## src/rtl/id_ex_if.sv

```systemverilog
// id_ex_if: signal bundle for the ID/EX pipeline register.
//   master : decode side + hazard controls + EX/MEM and MEM/WB bypass sources
//            (drives id_*, stall/hold/flush, exm_*, mwb_*; receives ex/alu outputs)
//   slave  : the id_ex_stage itself (mirror image of master)
interface id_ex_if #(
  parameter int DATA_W = 32,
  parameter int REG_AW = 5,
  parameter int CTRL_W = 4,
  parameter int CNT_W  = 16
);
  // decode side
  logic              id_valid;
  logic [REG_AW-1:0] id_rs_addr, id_rt_addr, id_rd_addr;
  logic [DATA_W-1:0] id_rs_data, id_rt_data, id_imm;
  logic [4:0]        id_shamt;
  logic [CTRL_W-1:0] id_alu_ctrl;
  logic              id_alusrc, id_shvar, id_reg_write, id_mem_read, id_mem_write;
  // pipeline control
  logic              stall, hold, flush;
  // bypass sources
  logic              exm_reg_write, mwb_reg_write;
  logic [REG_AW-1:0] exm_rd, mwb_rd;
  logic [DATA_W-1:0] exm_result, mwb_result;
  // execute side
  logic              ex_valid;
  logic [DATA_W-1:0] alu_in1, alu_in2, ex_store_data;
  logic [4:0]        alu_shamt;
  logic [CTRL_W-1:0] alu_ctrl;
  logic [REG_AW-1:0] ex_rd;
  logic              ex_reg_write, ex_mem_read, ex_mem_write, ex_illegal;
  logic              load_use_haz;
  logic [CNT_W-1:0]  bubble_count;

  modport master (
    output id_valid, id_rs_addr, id_rt_addr, id_rd_addr, id_rs_data, id_rt_data,
           id_imm, id_shamt, id_alu_ctrl, id_alusrc, id_shvar, id_reg_write,
           id_mem_read, id_mem_write, stall, hold, flush,
           exm_reg_write, exm_rd, exm_result, mwb_reg_write, mwb_rd, mwb_result,
    input  ex_valid, alu_in1, alu_in2, alu_shamt, alu_ctrl, ex_store_data, ex_rd,
           ex_reg_write, ex_mem_read, ex_mem_write, ex_illegal, load_use_haz, bubble_count
  );

  modport slave (
    input  id_valid, id_rs_addr, id_rt_addr, id_rd_addr, id_rs_data, id_rt_data,
           id_imm, id_shamt, id_alu_ctrl, id_alusrc, id_shvar, id_reg_write,
           id_mem_read, id_mem_write, stall, hold, flush,
           exm_reg_write, exm_rd, exm_result, mwb_reg_write, mwb_rd, mwb_result,
    output ex_valid, alu_in1, alu_in2, alu_shamt, alu_ctrl, ex_store_data, ex_rd,
           ex_reg_write, ex_mem_read, ex_mem_write, ex_illegal, load_use_haz, bubble_count
  );
endinterface

```

## src/rtl/id_ex_stage.sv

```systemverilog
// id_ex_stage: decode-to-execute pipeline register with operand forwarding.
//   clk, reset : clock and synchronous active-high reset
//   bus        : id_ex_if.slave -- decode fields in, stall/hold/flush in,
//                EX/MEM + MEM/WB bypass in; ALU operands, registered control,
//                load-use hazard flag and saturating bubble counter out.
// Edge priority: reset > flush > hold > stall > load. Operands are resolved
// combinationally from the registered slot, so id->alu latency is one clock.
module id_ex_stage #(
  parameter int DATA_W      = 32,
  parameter int REG_AW      = 5,
  parameter int CTRL_W      = 4,
  parameter int NUM_ALU_OPS = 13,
  parameter int CNT_W       = 16
) (
  input  logic   clk,
  input  logic   reset,
  id_ex_if.slave bus
);

  typedef struct packed {
    logic              valid;
    logic [REG_AW-1:0] rs_addr;
    logic [REG_AW-1:0] rt_addr;
    logic [REG_AW-1:0] rd;
    logic [DATA_W-1:0] rs_data;
    logic [DATA_W-1:0] rt_data;
    logic [DATA_W-1:0] imm;
    logic [4:0]        shamt;
    logic [CTRL_W-1:0] ctrl;
    logic              alusrc;
    logic              shvar;
    logic              reg_write;
    logic              mem_read;
    logic              mem_write;
    logic              illegal;
  } slot_t;

  slot_t             r_slot;
  logic [CNT_W-1:0]  r_bcnt;

  logic              w_illegal;
  logic              w_bubble;
  logic [CNT_W-1:0]  w_bcnt_inc;
  logic [DATA_W-1:0] w_fwd_rs, w_fwd_rt;

  // Extra top bit keeps the compare exact even if NUM_ALU_OPS == 2**CTRL_W.
  assign w_illegal  = {1'b0, bus.id_alu_ctrl} >= (CTRL_W+1)'(NUM_ALU_OPS);
  assign w_bubble   = bus.stall | ~bus.id_valid | w_illegal;
  assign w_bcnt_inc = (r_bcnt == '1) ? r_bcnt : r_bcnt + CNT_W'(1);

  always_ff @(posedge clk) begin
    if (reset) begin
      r_slot <= '0;
      r_bcnt <= '0;
    end else if (bus.flush) begin
      r_slot <= '0;
      r_bcnt <= w_bcnt_inc;
    end else if (!bus.hold) begin
      if (w_bubble) begin
        r_slot         <= '0;
        // Only a real, unstalled instruction with a bad opcode is flagged.
        r_slot.illegal <= ~bus.stall & bus.id_valid & w_illegal;
        r_bcnt         <= w_bcnt_inc;
      end else begin
        r_slot.valid     <= 1'b1;
        r_slot.rs_addr   <= bus.id_rs_addr;
        r_slot.rt_addr   <= bus.id_rt_addr;
        r_slot.rd        <= bus.id_rd_addr;
        r_slot.rs_data   <= bus.id_rs_data;
        r_slot.rt_data   <= bus.id_rt_data;
        r_slot.imm       <= bus.id_imm;
        r_slot.shamt     <= bus.id_shamt;
        r_slot.ctrl      <= bus.id_alu_ctrl;
        r_slot.alusrc    <= bus.id_alusrc;
        r_slot.shvar     <= bus.id_shvar;
        r_slot.reg_write <= bus.id_reg_write;
        r_slot.mem_read  <= bus.id_mem_read;
        r_slot.mem_write <= bus.id_mem_write;
        r_slot.illegal   <= 1'b0;
      end
    end
  end

  // Youngest producer wins; r0 is hard-wired zero so it never bypasses.
  always_comb begin
    w_fwd_rs = r_slot.rs_data;
    if (bus.exm_reg_write && bus.exm_rd != '0 && bus.exm_rd == r_slot.rs_addr)
      w_fwd_rs = bus.exm_result;
    else if (bus.mwb_reg_write && bus.mwb_rd != '0 && bus.mwb_rd == r_slot.rs_addr)
      w_fwd_rs = bus.mwb_result;
  end

  always_comb begin
    w_fwd_rt = r_slot.rt_data;
    if (bus.exm_reg_write && bus.exm_rd != '0 && bus.exm_rd == r_slot.rt_addr)
      w_fwd_rt = bus.exm_result;
    else if (bus.mwb_reg_write && bus.mwb_rd != '0 && bus.mwb_rd == r_slot.rt_addr)
      w_fwd_rt = bus.mwb_result;
  end

  assign bus.ex_valid      = r_slot.valid;
  assign bus.alu_in1       = w_fwd_rs;
  assign bus.alu_in2       = r_slot.alusrc ? r_slot.imm : w_fwd_rt;
  assign bus.alu_shamt     = r_slot.shvar ? w_fwd_rs[4:0] : r_slot.shamt;
  assign bus.alu_ctrl      = r_slot.ctrl;
  assign bus.ex_store_data = w_fwd_rt;
  assign bus.ex_rd         = r_slot.rd;
  assign bus.ex_reg_write  = r_slot.reg_write;
  assign bus.ex_mem_read   = r_slot.mem_read;
  assign bus.ex_mem_write  = r_slot.mem_write;
  assign bus.ex_illegal    = r_slot.illegal;
  assign bus.bubble_count  = r_bcnt;

  // A load in EX cannot bypass its data to the instruction now in ID.
  // rt only matters when it is actually read: as an ALU operand or as store data.
  assign bus.load_use_haz = r_slot.valid & r_slot.mem_read & (r_slot.rd != '0) & bus.id_valid &
                            ((bus.id_rs_addr == r_slot.rd) |
                             ((bus.id_rt_addr == r_slot.rd) & ~bus.id_alusrc) |
                             (bus.id_mem_write & (bus.id_rt_addr == r_slot.rd)));

endmodule
```

## src/flat_wrapper.sv

```systemverilog
// flat-port wrapper written by rule: the top's interface ports become plain ports
module id_ex_stage_flat 
#(
  parameter int DATA_W      = 32,
  parameter int REG_AW      = 5,
  parameter int CTRL_W      = 4,
  parameter int NUM_ALU_OPS = 13,
  parameter int CNT_W       = 16
)
  (clk, reset, bus_id_valid, bus_id_rs_addr, bus_id_rt_addr, bus_id_rd_addr, bus_id_rs_data, bus_id_rt_data, bus_id_imm, bus_id_shamt, bus_id_alu_ctrl, bus_id_alusrc, bus_id_shvar, bus_id_reg_write, bus_id_mem_read, bus_id_mem_write, bus_stall, bus_hold, bus_flush, bus_exm_reg_write, bus_exm_rd, bus_exm_result, bus_mwb_reg_write, bus_mwb_rd, bus_mwb_result, bus_ex_valid, bus_alu_in1, bus_alu_in2, bus_alu_shamt, bus_alu_ctrl, bus_ex_store_data, bus_ex_rd, bus_ex_reg_write, bus_ex_mem_read, bus_ex_mem_write, bus_ex_illegal, bus_load_use_haz, bus_bubble_count);
  id_ex_if #(.DATA_W(DATA_W), .REG_AW(REG_AW), .CTRL_W(CTRL_W), .CNT_W(CNT_W)) bus_i ();
  input  logic clk;
  input  logic reset;
  input wire logic [$bits(bus_i.id_valid)-1:0] bus_id_valid;
  input wire logic [$bits(bus_i.id_rs_addr)-1:0] bus_id_rs_addr;
  input wire logic [$bits(bus_i.id_rt_addr)-1:0] bus_id_rt_addr;
  input wire logic [$bits(bus_i.id_rd_addr)-1:0] bus_id_rd_addr;
  input wire logic [$bits(bus_i.id_rs_data)-1:0] bus_id_rs_data;
  input wire logic [$bits(bus_i.id_rt_data)-1:0] bus_id_rt_data;
  input wire logic [$bits(bus_i.id_imm)-1:0] bus_id_imm;
  input wire logic [$bits(bus_i.id_shamt)-1:0] bus_id_shamt;
  input wire logic [$bits(bus_i.id_alu_ctrl)-1:0] bus_id_alu_ctrl;
  input wire logic [$bits(bus_i.id_alusrc)-1:0] bus_id_alusrc;
  input wire logic [$bits(bus_i.id_shvar)-1:0] bus_id_shvar;
  input wire logic [$bits(bus_i.id_reg_write)-1:0] bus_id_reg_write;
  input wire logic [$bits(bus_i.id_mem_read)-1:0] bus_id_mem_read;
  input wire logic [$bits(bus_i.id_mem_write)-1:0] bus_id_mem_write;
  input wire logic [$bits(bus_i.stall)-1:0] bus_stall;
  input wire logic [$bits(bus_i.hold)-1:0] bus_hold;
  input wire logic [$bits(bus_i.flush)-1:0] bus_flush;
  input wire logic [$bits(bus_i.exm_reg_write)-1:0] bus_exm_reg_write;
  input wire logic [$bits(bus_i.exm_rd)-1:0] bus_exm_rd;
  input wire logic [$bits(bus_i.exm_result)-1:0] bus_exm_result;
  input wire logic [$bits(bus_i.mwb_reg_write)-1:0] bus_mwb_reg_write;
  input wire logic [$bits(bus_i.mwb_rd)-1:0] bus_mwb_rd;
  input wire logic [$bits(bus_i.mwb_result)-1:0] bus_mwb_result;
  output wire logic [$bits(bus_i.ex_valid)-1:0] bus_ex_valid;
  output wire logic [$bits(bus_i.alu_in1)-1:0] bus_alu_in1;
  output wire logic [$bits(bus_i.alu_in2)-1:0] bus_alu_in2;
  output wire logic [$bits(bus_i.alu_shamt)-1:0] bus_alu_shamt;
  output wire logic [$bits(bus_i.alu_ctrl)-1:0] bus_alu_ctrl;
  output wire logic [$bits(bus_i.ex_store_data)-1:0] bus_ex_store_data;
  output wire logic [$bits(bus_i.ex_rd)-1:0] bus_ex_rd;
  output wire logic [$bits(bus_i.ex_reg_write)-1:0] bus_ex_reg_write;
  output wire logic [$bits(bus_i.ex_mem_read)-1:0] bus_ex_mem_read;
  output wire logic [$bits(bus_i.ex_mem_write)-1:0] bus_ex_mem_write;
  output wire logic [$bits(bus_i.ex_illegal)-1:0] bus_ex_illegal;
  output wire logic [$bits(bus_i.load_use_haz)-1:0] bus_load_use_haz;
  output wire logic [$bits(bus_i.bubble_count)-1:0] bus_bubble_count;
  assign bus_i.id_valid = bus_id_valid;
  assign bus_i.id_rs_addr = bus_id_rs_addr;
  assign bus_i.id_rt_addr = bus_id_rt_addr;
  assign bus_i.id_rd_addr = bus_id_rd_addr;
  assign bus_i.id_rs_data = bus_id_rs_data;
  assign bus_i.id_rt_data = bus_id_rt_data;
  assign bus_i.id_imm = bus_id_imm;
  assign bus_i.id_shamt = bus_id_shamt;
  assign bus_i.id_alu_ctrl = bus_id_alu_ctrl;
  assign bus_i.id_alusrc = bus_id_alusrc;
  assign bus_i.id_shvar = bus_id_shvar;
  assign bus_i.id_reg_write = bus_id_reg_write;
  assign bus_i.id_mem_read = bus_id_mem_read;
  assign bus_i.id_mem_write = bus_id_mem_write;
  assign bus_i.stall = bus_stall;
  assign bus_i.hold = bus_hold;
  assign bus_i.flush = bus_flush;
  assign bus_i.exm_reg_write = bus_exm_reg_write;
  assign bus_i.exm_rd = bus_exm_rd;
  assign bus_i.exm_result = bus_exm_result;
  assign bus_i.mwb_reg_write = bus_mwb_reg_write;
  assign bus_i.mwb_rd = bus_mwb_rd;
  assign bus_i.mwb_result = bus_mwb_result;
  assign bus_ex_valid = bus_i.ex_valid;
  assign bus_alu_in1 = bus_i.alu_in1;
  assign bus_alu_in2 = bus_i.alu_in2;
  assign bus_alu_shamt = bus_i.alu_shamt;
  assign bus_alu_ctrl = bus_i.alu_ctrl;
  assign bus_ex_store_data = bus_i.ex_store_data;
  assign bus_ex_rd = bus_i.ex_rd;
  assign bus_ex_reg_write = bus_i.ex_reg_write;
  assign bus_ex_mem_read = bus_i.ex_mem_read;
  assign bus_ex_mem_write = bus_i.ex_mem_write;
  assign bus_ex_illegal = bus_i.ex_illegal;
  assign bus_load_use_haz = bus_i.load_use_haz;
  assign bus_bubble_count = bus_i.bubble_count;
  id_ex_stage #(.DATA_W(DATA_W), .REG_AW(REG_AW), .CTRL_W(CTRL_W), .NUM_ALU_OPS(NUM_ALU_OPS), .CNT_W(CNT_W)) u_core (.clk(clk), .reset(reset), .bus(bus_i));
endmodule
```

## config.mk

```make
export PLATFORM = sky130hd
export DESIGN_NAME = id_ex_stage_flat
export DESIGN_NICKNAME = d
export VERILOG_FILES = /design/src/rtl/id_ex_if.sv /design/src/rtl/id_ex_stage.sv /design/src/flat_wrapper.sv
export SDC_FILE = /design/constraint.sdc
export NUM_CORES = 1
export LEC_CHECK = 0
export ABC_AREA = 0
export CAP_MARGIN = 25
export CELL_PAD_IN_SITES_DETAIL_PLACEMENT = 1
export CELL_PAD_IN_SITES_GLOBAL_PLACEMENT = 2
export CORE_ASPECT_RATIO = 0.5
export CORE_MARGIN = 2
export CORE_UTILIZATION = 25
export CTS_CLUSTER_SIZE = 12
export DETAILED_ROUTE_END_ITERATION = 10
export PLACE_DENSITY = 0.92
export SLEW_MARGIN = 20
export SYNTH_ARGS = -nofsm -noshare
export SYNTH_HDL_FRONTEND = slang
export SYNTH_SLANG_ARGS = --single-unit
```

## constraint.sdc

```tcl
create_clock -name clk -period 8.58 [get_ports clk]
set_clock_uncertainty 0.15 [all_clocks]
set_input_delay 2.145 -clock clk [delete_from_list [all_inputs] [get_ports clk]]
set_output_delay 2.145 -clock clk [all_outputs]
set_load 0.1 [all_outputs]
```

# Yosys cells after proc, flatten, opt, wreduce, memory -nomap -nowiden

Cells that the tools add are included.

Flip-flop bits (word level): 143
Input port bits: 207
Output and inout port bits: 132
Word-level logic and storage cells: 64

Add/subtract/negate cells: 1
Order comparisons: 1
Equality and inequality tests: 8
Mux-type cells: 11
Bitwise logic cells: 15
Reduce and logical (&&, ||, !) cells: 12

Operator list:

| kind                    | number |
|---|---|
| $mux W32                | 5 |
| $mux W127               | 1 |
| $mux W16                | 4 |
| $eq A5 B5 Y1            | 6 |
| $add A16 B1 Y16 const B | 1 |
| $eq A16 B16 Y1 const B  | 1 |
| $reduce_bool A5 Y1      | 3 |
| $and A1 B1 Y1           | 8 |
| $logic_and A1 B1 Y1     | 6 |
| $mux W5                 | 1 |
| $ge A4 B4 Y1 const B    | 1 |
| $or A1 B1 Y1            | 4 |
| $not A1 Y1              | 3 |
| $ne A2 B1 Y1 const B    | 1 |
| $reduce_and A2 Y1       | 1 |
| $reduce_bool A2 Y1      | 1 |
| $reduce_or A2 Y1        | 1 |

# Depth between registers and ports, before layout

Word-level depth: 6
Gate-level depth with buffers: 7
Depth with buffers taken out: 6

# Worst setup path before layout

OpenSTA, ideal clock, no wires.

Path type: in2out
Start point: in bus_mwb_rd[0]
End point: out bus_alu_in2[30]
Arrival: 5.717 ns
Data required time: 6.285 ns
Setup slack: 0.568 ns
Stages: 7
Buffers on the path: 2
Cell sequence: or4_1 o21a_1 and4_1 buf_6 buf_12 mux2i_1 a221oi_1

Cells in the longest elaborated chain, start to end: 6
Elaborated cells between the ends (all ways): 7
Those cells by class: eq/ne: 1; mux: 3; reduce/logical: 3

RTL lines:

| element                 | RTL line           | text |
|---|---|---|
| start: declaration      | flat_wrapper.sv:35 | `input wire logic [$bits(bus_i.mwb_rd)-1:0] bus_mwb_rd;` |
| $reduce_bool A5 Y1      | id_ex_stage.sv:97  | `else if (bus.mwb_reg_write && bus.mwb_rd != '0 && bus.mwb_rd == r_slot.rt_addr)` |
| $logic_and A1 B1 Y1     | id_ex_stage.sv:97  |  |
| $logic_and A1 B1 Y1 (*) | id_ex_stage.sv:97  |  |
| $mux W32 (*)            | id_ex_stage.sv:97  |  |
| $mux W32 (*)            | id_ex_stage.sv:95  | `if (bus.exm_reg_write && bus.exm_rd != '0 && bus.exm_rd == r_slot.rt_addr)` |
| $mux W32 (*)            | id_ex_stage.sv:103 | `assign bus.alu_in2 = r_slot.alusrc ? r_slot.imm : w_fwd_rt;` |
| end: declaration        | flat_wrapper.sv:39 | `output wire logic [$bits(bus_i.alu_in2)-1:0] bus_alu_in2;` |

Mark *: on every way between the ends. The rest lies on a longest branch, timed or not.

# Worst setup path after layout

Start point: in bus_mwb_rd[1]
End point: out bus_alu_in2[3]

The elaborated chain is that of the path after synthesis.

==> metrics.cfg <==
[status]
outcome = finished clean

[cts]
tritoncts = done
cts_resized = 0
path_clk_slew_ns = 0.06
cts-buffers-inserted = 17
postCtsSetupRepairBufs = 0
cts_max_level = 4
cts_hold_buf = 0
clk_latency_ns = 0.43
clk_path_buf_depth = 2
numClockSinks = 143
clockRootBuffer = clkbuf_16

[global_route]
grt_usage_pct = 21.58
grt_pass1_wl_um = 55120
overflow = 0
grt_max_degree = 81
antenna_found_initial = 6
grt_pass1_vias = 9334

[setup_path]
r2r_slack_ns = 6.22
required_ns = 6.29
cp-start-kind = primary input
crit_arrival_ns = 5.05
worst_setup_path_end_kind = output pin
r2r_cells = 6
r2r_end = u_core.bus.bubble_count[9]$_SDFFE_PP0P_
critical_path_class = primary input to output pin
rr_startpoint = u_core.bus.bubble_count[0]$_SDFFE_PP0P_
cp_max_fo = 19

[sta]
setup-tns-final_ns = 0
fmax_mhz = 136.1
fin_crit_ns = 7.350
worstMarginPinSlew_ns = 1.082
hold_violations = 0
final.setup.worst_slack_ns = 1.230
holdWs_ns = 0.3125
rsz0062_at_grt = no
final.period_utilization_pct = 85.66
drv_slew = 0
slew_headroom_pct = 27.64
finalSetupViolCount = 0

[placement]
placed_area_um2 = 11200
dp.cells = 1730
pre_cts_ws_ns = 1.263
io_buffers = 338
routabilityCongestion = 0.9135
hpwl_um = 27570

[floorplan]
design.core.area_um2 = 30740
core.rowCount = 45
die_h_um = 129.8
start_util_pct = 25.74
die_w_um = 255.6
die_area_um2 = 33180
pin_count = 339

[synth]
synth_largest_area_cell = dfxtp_1
synthTopCellsByCount = a21oi_1, nand2_1, dfxtp_1, nand3_1, mux2i_1
ys_seq_area_share_pct = 36.17
synth-xor-area-share_pct = 3.542
ys_ff_latch = 143
ys.flop_type = dfxtp_1
synthSimpleGateAreaFrac_pct = 23.51
synth_most_common_cell = a21oi_1
async_flop_share_pct = 0
synth.top_cell.area_share_pct = 36.17
synth_adder_area_share_pct = 0.1581
syn_nets = 1267
synth-edff-count = 0
netlist_area_um2 = 7914
yosysWarnings = 0
netlist_instances = 1059
synth_cell_types = 44
synth_area_leaders = dfxtp_1, a21oi_1, mux2i_1
synth_compound_area_share_pct = 19.07
synth_top_family_by_area = simple AND/OR/NAND/NOR gates
synthMuxAreaShare_pct = 8.854
syn_avg_cell_area_um2 = 7.473

[detailed_routing]
vias_per_cell = 5.075
wirelength_um = 36970
ant_nets = 0
vias = 8968
drt_iter0_drc = 548
wl_per_cell_um = 20.92
dr.pass1.iters = 5
drc = 0

[cells_and_area]
syn_to_final_growth_pct = 48.65
fill_cells = 3734
multi_input_area_um2 = 4399
fin_area_um2 = 11760
regArea_um2 = 2864
drive_above_1_share_pct = 11.60
fin_nets = 1534
final_cells = 1767

[power_and_ir_drop]
seqPwrFrac_pct = 38.7
p_clk_share_pct = 40.8
p_int_mw = 1.227
switching_share_pct = 30.14
pwr-share-comb_pct = 20.5
ir_drop_mv = 0.1167
powerDensity_nw_per_um2 = 149.3
switching_power_uw = 529.5
leakagePower_nw = 3.946

[worst_hold_path]
min_from = u_core.r_slot[54]$_SDFFE_PP0N_
min_to = u_core.r_slot[54]$_SDFFE_PP0N_
hold_depth = 2
worstHoldPathType = flip-flop to flip-flop

[run]
maxCapViolCount = 0

## metrics by stage
stage               utilization [%]  power (mW)
floorplan                         -      0.8901
global placement              36.26       1.051
detailed placement            36.42       1.056
CTS                           38.20       1.776
global route                  38.25       1.820
finish                        38.27       1.757
## worst max-delay path, stage by stage
cell and delay [ns]:
clkdlybuf4s50_1 0.48, xor2_1 0.17, nor3_1 0.17, and4_2 0.65, buf_4 0.45, mux2i_1 0.17, a221oi_1 0.43, buf_4 0.37
## cell type report
type | instances | share of cell area (%)
antenna | 8 | 0.1702
tap | 423 | 4.499
clock buffer | 23 | 4.148
inverter | 40 | 1.298
timing repair buffer | 350 | 27.63
sequential | 143 | 24.35
multi-input combinational | 774 | 37.40
clock inverter | 6 | 0.5105
## layout by cell type, fill, tap and decap left out, drive strengths merged, types with 5 or more instances in the layout
cell / count
xor2: 23
nor2b: 5
mux2i: 70
dfxtp: 143
clkdlybuf4s50: 236
xnor2: 9
or4: 7
clkbuf: 23
nor3: 37
nor2: 41
nand3: 130
buf: 114
inv: 40
diode: 8
a221oi: 32
nand4: 5
and4: 5
nand2: 162
o21ai: 39
a31oi: 7
a21oi: 171
or3: 7
## how the worst max path moves through the flow
stage	from	end	cells past startpoint	slack, ns
after global placement	bus_exm_rd[3]	bus_alu_in2[3]	6	1.20
after floorplan	bus_mwb_rd[0]	bus_alu_in2[30]	7	0.57
final	bus_mwb_rd[1]	bus_alu_in2[3]	8	1.23
after global routing	bus_mwb_rd[1]	bus_alu_in2[3]	8	1.14
after CTS	bus_mwb_rd[0]	bus_alu_in2[3]	8	1.25
after detailed placement	bus_mwb_rd[0]	bus_alu_in2[3]	8	1.26
## logic make-up after synthesis
logic type                 Yosys count
and+or+nand+nor                    406
muxes                               70
xor gates and xnor gates            32
DFF                                143
AOI/OAI and AO/OA                  265
buffers and inverters              142
adders and majority gates            1
## sequential cells by signal, summed over array words and instances, names as in the netlist
name / cells
u_core.bus.ex_valid: 1
u_core.bus.bubble_count: 16
u_core.bus.ex_reg_write: 1
u_core.bus.alu_ctrl: 4
u_core.r_slot: 113
u_core.bus.ex_mem_write: 1
u_core.bus.ex_illegal: 1
u_core.bus.ex_mem_read: 1
u_core.bus.ex_rd: 5
## power by group through the flow
stage	Clock (mW)	Combinational (mW)	Sequential, mW
after floorplan	0	0.186	0.704
after global placement	0	0.357	0.694
after detailed placement	0	0.361	0.694
after CTS	0.734	0.363	0.680
after global routing	0.761	0.379	0.680
final	0.716	0.361	0.680
## metal layers
layer  wire, um  GRT usage [%]  vias to the layer above
met5          0              0                        -
met4       1612          12.42                        0
met3       1029          3.147                       79
met2      18770          38.30                      194
met1      15560          25.43                     4441
li1           -              -                     4254
Power figures use the tool's default switching activity.
